$ cat src/rtl/systolic_skew_feeder_pkg.sv
// Shared types and defaults for the systolic array edge skew feeder.
package systolic_skew_feeder_pkg;

    localparam int unsigned N_DEF       = 4;
    localparam int unsigned DW_DEF      = 8;
    localparam int unsigned MAX_LEN_DEF = 16;

    typedef enum logic [1:0] {
        IDLE,
        STREAM,
        FLUSH,
        DONE
    } feeder_state_e;

    // Bit offset of lane `lane` inside a packed vector of `dw`-bit elements.
    function automatic int unsigned lane_lsb(input int unsigned lane, input int unsigned dw);
        return lane * dw;
    endfunction

endpackage

$ cat src/rtl/systolic_skew_feeder_if.sv
// Operand stream in, skewed lane bus out, plus status, for one array edge.
interface systolic_skew_feeder_if
    import systolic_skew_feeder_pkg::*;
#(
    parameter int unsigned N  = N_DEF,
    parameter int unsigned DW = DW_DEF
);
    logic            s_valid;
    logic            s_ready;
    logic [N*DW-1:0] s_data;
    logic            s_last;
    logic [N*DW-1:0] out_data;
    logic [N-1:0]    out_valid;
    logic            busy;
    logic            done;

    modport master (
        output s_valid, s_data, s_last,
        input  s_ready, out_data, out_valid, busy, done
    );

    modport slave (
        input  s_valid, s_data, s_last,
        output s_ready, out_data, out_valid, busy, done
    );
endinterface

$ cat src/rtl/systolic_skew_feeder_skew_delay_line.sv
// Per-lane {valid,data} shift register; DEPTH extra stages behind one output register.
module skew_delay_line #(
    parameter int unsigned DEPTH = 0,
    parameter int unsigned DW    = 8
) (
    input  logic          clk,
    input  logic          i_clr_n,
    input  logic          i_valid,
    input  logic [DW-1:0] i_data,
    output logic          o_valid,
    output logic [DW-1:0] o_data
);
    localparam int unsigned STAGES = DEPTH + 1;

    logic          r_valid [STAGES];
    logic [DW-1:0] r_data  [STAGES];

    always_ff @(posedge clk) begin
        if (!i_clr_n) begin
            for (int k = 0; k < int'(STAGES); k++) begin
                r_valid[k] <= 1'b0;
                r_data[k]  <= '0;
            end
        end else begin
            r_valid[0] <= i_valid;
            r_data[0]  <= i_data;
            for (int k = 1; k < int'(STAGES); k++) begin
                r_valid[k] <= r_valid[k-1];
                r_data[k]  <= r_data[k-1];
            end
        end
    end

    assign o_valid = r_valid[STAGES-1];
    assign o_data  = r_data[STAGES-1];

endmodule

$ cat src/rtl/systolic_skew_feeder.sv
// Accepts operand vectors and drives them diagonally skewed onto the array edge.
module systolic_skew_feeder
    import systolic_skew_feeder_pkg::*;
#(
    parameter int unsigned N       = N_DEF,
    parameter int unsigned DW      = DW_DEF,
    parameter int unsigned MAX_LEN = MAX_LEN_DEF
) (
    input  logic                  clk,
    input  logic                  reset,
    systolic_skew_feeder_if.slave bus
);
    localparam int unsigned CW     = $clog2(MAX_LEN + 1);
    localparam int unsigned FW     = $clog2(N + 1);
    localparam logic        SINGLE = 1'(MAX_LEN == 1);

    feeder_state_e   r_state;
    logic [CW-1:0]   r_count;
    logic [FW-1:0]   r_flush;
    logic            r_busy;
    logic            r_done;

    logic            w_ready;
    logic            w_accept;
    logic            w_last;
    logic [N-1:0]    w_out_valid;
    logic [N*DW-1:0] w_out_data;

    // Ready depends on state only so upstream can never form a loop through s_valid.
    assign w_ready  = reset & ((r_state == IDLE) | (r_state == STREAM));
    assign w_accept = bus.s_valid & w_ready;
    // The MAX_LEN-th vector closes the matrix even without s_last.
    assign w_last   = bus.s_last |
                      ((r_state == IDLE) ? SINGLE : (r_count == CW'(MAX_LEN - 1)));

    always_ff @(posedge clk) begin
        if (!reset) begin
            r_state <= IDLE;
            r_count <= '0;
            r_flush <= '0;
            r_busy  <= 1'b0;
            r_done  <= 1'b0;
        end else begin
            r_done <= 1'b0;
            case (r_state)
                IDLE: begin
                    if (w_accept) begin
                        r_count <= CW'(1);
                        r_busy  <= 1'b1;
                        if (w_last) begin
                            r_state <= FLUSH;
                            r_flush <= FW'(N);
                        end else begin
                            r_state <= STREAM;
                        end
                    end
                end
                STREAM: begin
                    if (w_accept) begin
                        r_count <= r_count + CW'(1);
                        if (w_last) begin
                            r_state <= FLUSH;
                            r_flush <= FW'(N);
                        end
                    end
                end
                FLUSH: begin
                    if (r_flush == FW'(1)) begin
                        r_state <= DONE;
                        r_done  <= 1'b1;
                    end else begin
                        r_flush <= r_flush - FW'(1);
                    end
                end
                DONE: begin
                    r_state <= IDLE;
                    r_count <= '0;
                    r_busy  <= 1'b0;
                end
                default: r_state <= IDLE;
            endcase
        end
    end

    // Lane j sits j cycles behind lane 0; idle cycles inject zero bubbles.
    for (genvar j = 0; j < int'(N); j++) begin : g_lane
        localparam int unsigned LSB = lane_lsb(j, DW);
        logic [DW-1:0] w_in;

        assign w_in = w_accept ? bus.s_data[LSB +: DW] : '0;

        skew_delay_line #(
            .DEPTH (j),
            .DW    (DW)
        ) u_line (
            .clk     (clk),
            .i_clr_n (reset),
            .i_valid (w_accept),
            .i_data  (w_in),
            .o_valid (w_out_valid[j]),
            .o_data  (w_out_data[LSB +: DW])
        );
    end

    assign bus.s_ready   = w_ready;
    assign bus.out_valid = w_out_valid;
    assign bus.out_data  = w_out_data;
    assign bus.busy      = r_busy;
    assign bus.done      = r_done;

endmodule
$ cat src/flat_wrapper.sv
// flat-port wrapper written by rule: the top's interface ports become plain ports
module systolic_skew_feeder_flat import systolic_skew_feeder_pkg::*;
#(
    parameter int unsigned N       = N_DEF,
    parameter int unsigned DW      = DW_DEF,
    parameter int unsigned MAX_LEN = MAX_LEN_DEF
)
  (clk, reset, bus_s_valid, bus_s_data, bus_s_last, bus_s_ready, bus_out_data, bus_out_valid, bus_busy, bus_done);
  systolic_skew_feeder_if #(.N(N), .DW(DW)) bus_i ();
  input  logic clk;
  input  logic reset;
  input wire logic [$bits(bus_i.s_valid)-1:0] bus_s_valid;
  input wire logic [$bits(bus_i.s_data)-1:0] bus_s_data;
  input wire logic [$bits(bus_i.s_last)-1:0] bus_s_last;
  output wire logic [$bits(bus_i.s_ready)-1:0] bus_s_ready;
  output wire logic [$bits(bus_i.out_data)-1:0] bus_out_data;
  output wire logic [$bits(bus_i.out_valid)-1:0] bus_out_valid;
  output wire logic [$bits(bus_i.busy)-1:0] bus_busy;
  output wire logic [$bits(bus_i.done)-1:0] bus_done;
  assign bus_i.s_valid = bus_s_valid;
  assign bus_i.s_data = bus_s_data;
  assign bus_i.s_last = bus_s_last;
  assign bus_s_ready = bus_i.s_ready;
  assign bus_out_data = bus_i.out_data;
  assign bus_out_valid = bus_i.out_valid;
  assign bus_busy = bus_i.busy;
  assign bus_done = bus_i.done;
  systolic_skew_feeder #(.N(N), .DW(DW), .MAX_LEN(MAX_LEN)) u_core (.clk(clk), .reset(reset), .bus(bus_i));
endmodule
$ cat config.mk
export PLATFORM = sky130hd
export DESIGN_NAME = systolic_skew_feeder_flat
export DESIGN_NICKNAME = d
export VERILOG_FILES = /design/src/rtl/systolic_skew_feeder_pkg.sv /design/src/rtl/systolic_skew_feeder_if.sv /design/src/rtl/systolic_skew_feeder_skew_delay_line.sv /design/src/rtl/systolic_skew_feeder.sv /design/src/flat_wrapper.sv
export SDC_FILE = /design/constraint.sdc
export NUM_CORES = 1
export LEC_CHECK = 0
export ABC_CLOCK_PERIOD_IN_PS = 1800
export CAP_MARGIN = 30
export CORE_AREA = 8 8 90 92
export DETAILED_ROUTE_END_ITERATION = 10
export DIE_AREA = 0 0 98 100
export DONT_BUFFER_PORTS = 1
export HOLD_SLACK_MARGIN = 0.12
export MAX_ROUTING_LAYER = met4
export PLACE_DENSITY = 0.72
export SYNTH_ARGS = -nofsm -noshare
export SYNTH_HDL_FRONTEND = slang
export SYNTH_HIERARCHICAL = 1
export SYNTH_SLANG_ARGS = --single-unit
$ cat constraint.sdc
create_clock -name clk -period 1.8 [get_ports clk]
set_input_delay 0.27 -clock clk [delete_from_list [all_inputs] [get_ports clk]]
set_output_delay 0.27 -clock clk [all_outputs]
set_load 0.03 [all_outputs]
==> metrics.yaml <==
library_cell_with_the_largest_summed_area_after_synthesis: "dfxtp_1"
gpl.final_weighted_congestion: 0.874
setup_viol: 0
run_status: "complete, no violations"
cellLeakagePower_nw: 1.98
largest_net_degree_at_the_start_of_global_routing: 100
timing.final.hold_violations: 0
fin_worst_skew_ns: 0.00703
worst_pin_slew_ns: 0.398
vias_per_cell: 4.79
cts.repair_timing.setup_buffer_count: 0
crit_path_max_fanout: 4
synth_cell_types: 38
syn_avg_cell_area_um2: 10.9
dpl_wire_length_mm: 3.67
grt_setup_unrepaired: "true"
async_reset_ff_share_pct: 0
clkSlewWorstSetupHoldPaths_ns: 0.10
drc_errors: 0
first_global_vias: 2125
synthesis.area_mm2: 0.00360
drt-pass1-iter-count: 4
synth-edff-count: 0
clock-sinks: 102
synthMostInstantiatedCell: "dfxtp_1"
min_period_ns: 1.76
core.rowCount: 30
arrival_ns: 2.03
synth_top_cells_by_area: "dfxtp_1 (57%), and2_2 (15%), and2_1 (9.2%)"
ys_seq_area_share_pct: 56.7
initialDrtViolationCount: 59
tritoncts: "done"
clk_path_buf_depth: 2
floorplan.die.height_um: 100
register_bit_count_reported_by_yosys: 102
hold_path.class: "in2reg"
dieArea_mm2: 0.00980
final.hold.worst_slack_ns: 0.147
cell_area_power_density_mw_per_mm2: 1130
area.growth.synth_to_final_pct: 22.5
dpl_worst_slack_ns: -0.00803
most_used_flip_flop_cell_after_synthesis: "dfxtp_1"
mappedNetlistNets: 375
relSlewSlack_pct: 73.4
setup_ws_ns: 0.0377
cts-buffers-inserted: 9
avgRoutedWirePerCell_um: 13.8
global_route_wire_length_before_repair_mm: 10.1
setup-tns-final_ns: 0
route.vias.total: 2235
fmax_ghz: 0.567
initial_utilization_pct: 54.2
critPathCaptureType: "flip-flop"
h-tree-depth: 3
count_of_input_and_output_buffers: 0
proportion_of_layout_cells_with_a_drive_suffix_above_1_pct: 29.2
critPathRequiredTime_ns: 2.07
vdd_drop_max_mv: 0.773
pin_count: 75
die-width_um: 98
syn_inst: 330
area_share_of_the_largest_cell_type_after_synthesis_pct: 56.7
grt_overflow: 0
slew_viol_final: 0
totalWireLength_mm: 6.43
grt_use_total_pct: 13.1
antenna_cells: 0
critical_path_start_end_classification: "reg2reg"
nature_of_the_critical_path_startpoint: "flip-flop"
total_power_mw: 5.00
post-route-period-util_pct: 97.9
final.fill_count: 492
count_of_max_cap_constraint_violations: 0
antenna_found_initial: 0
cts_root_buffer: "clkbuf_8"
core_region_area_mm2: 0.00664
nNetsFinal: 427
ys_top_cells_by_count: "dfxtp_1 (102), and2_2 (71), and2_1 (53)"
detail-route-antenna-nets: 0
clk_latency_worst_skew_pair_ns: 0.35
synth-warning-count: 6
-- final timing paths --
path                     start                                   end  slack, ns  depth (start not counted)
max reg2reg  u_core/r_count[0]                     u_core/r_flush[2]       0.04                          7
min              bus_s_data[1]  u_core/g_lane[0].u_line/r_data[0][1]       0.15                          2
min reg2reg  u_core/r_count[4]                     u_core/r_count[4]       0.47                          2
max          u_core/r_count[0]                     u_core/r_flush[2]       0.04                          7
-- cell type report --
cell class              instances  area, um^2  area share [%]
clock buffers                  10         138            3.12
flip-flops and latches        102        2040            46.4
multi-input cells             191        1370            31.0
inverters                      11        43.8           0.993
well taps                      80         100            2.27
clock inverters                 6        51.3            1.16
repair buffers                 67         664            15.1
-- sequential cells by signal (all words and copies together) (netlist names) --
| register | cells |
|---|---|
| u_core/g_lane.u_line/r_valid | 10 |
| u_core/g_lane.u_line/r_data | 80 |
| u_core/r_count | 5 |
| u_core/r_state | 2 |
| u_core/r_flush | 3 |
| u_core/bus.busy | 1 |
| u_core/bus.done | 1 |
-- report_power, final --
group	internal [mW]	switching [mW]
clock	0.563	0.780
sequential	2.40	0.137
combinational	0.541	0.576
-- cells in the final DEF, fill, tap and decap left out, types with 2 or more instances in the layout --
| cell | instances |
|---|---|
| o21ai_0 | 5 |
| nand2b_1 | 2 |
| clkinv_4 | 2 |
| nand3_1 | 3 |
| and2_2 | 71 |
| o21a_1 | 2 |
| inv_2 | 2 |
| mux2i_1 | 2 |
| nor3_1 | 2 |
| ha_1 | 6 |
| inv_1 | 8 |
| and2_1 | 53 |
| inv_6 | 2 |
| a21oi_1 | 8 |
| clkbuf_8 | 10 |
| nand2_1 | 9 |
| dfxtp_1 | 100 |
| ha_2 | 2 |
| nor2_1 | 5 |
| dfxtp_2 | 2 |
| dlygate4sd3_1 | 58 |
| buf_4 | 7 |
-- worst max-delay path, cell delays in order (launching register included) --
cell and delay, ns:
dfxtp_2 0.34, ha_1 0.22, and3_1 0.19, ha_1 0.19, nand2b_1 0.14, a21o_1 0.19
and3_4 0.20, a311oi_2 0.22
-- through the flow --
step                      instance area [um^2]  std cells  util [%]
final                                     4410        467      66.4
after global routing                      4410        467      66.4
after CTS                                 4360        466      65.6
after detailed placement                  3570        392      53.7
after global placement                    3570        392      53.7
after floorplan                           3600        330         -
-- routing by layer --
metal | vias up | global-route usage [%] | part of all wire, %
li1 | 1127 | - | -
met1 | 1043 | 14.2 | 43
met2 | 54 | 21.7 | 50
met3 | 11 | 3.88 | 5.1
met4 | 0 | 6.83 | 1.5
met5 | - | - | 0
-- cell families (layout without fill, tap and decap cells) --
group	Yosys count	count (layout)	synth area share, %
simple gates	153	153	28.0
flops	102	102	56.7
buf+inv	37	94	6.40
compound gates	26	26	4.90
fa+ha+maj	9	9	3.13
mux	2	2	0.556
xor+xnor	1	1	0.243
-- what timing repair did --
| action | 4_1_cts | 5_1_grt |
|---|---|---|
| resized for setup | 7 | 9 |
| gates cloned | 0 | 0 |
| setup endpoints to repair | 3 | 10 |
| hold endpoints to repair | 95 | 38 |
| hold buffers | 58 | 1 |
Power figures use the tool's default switching activity.
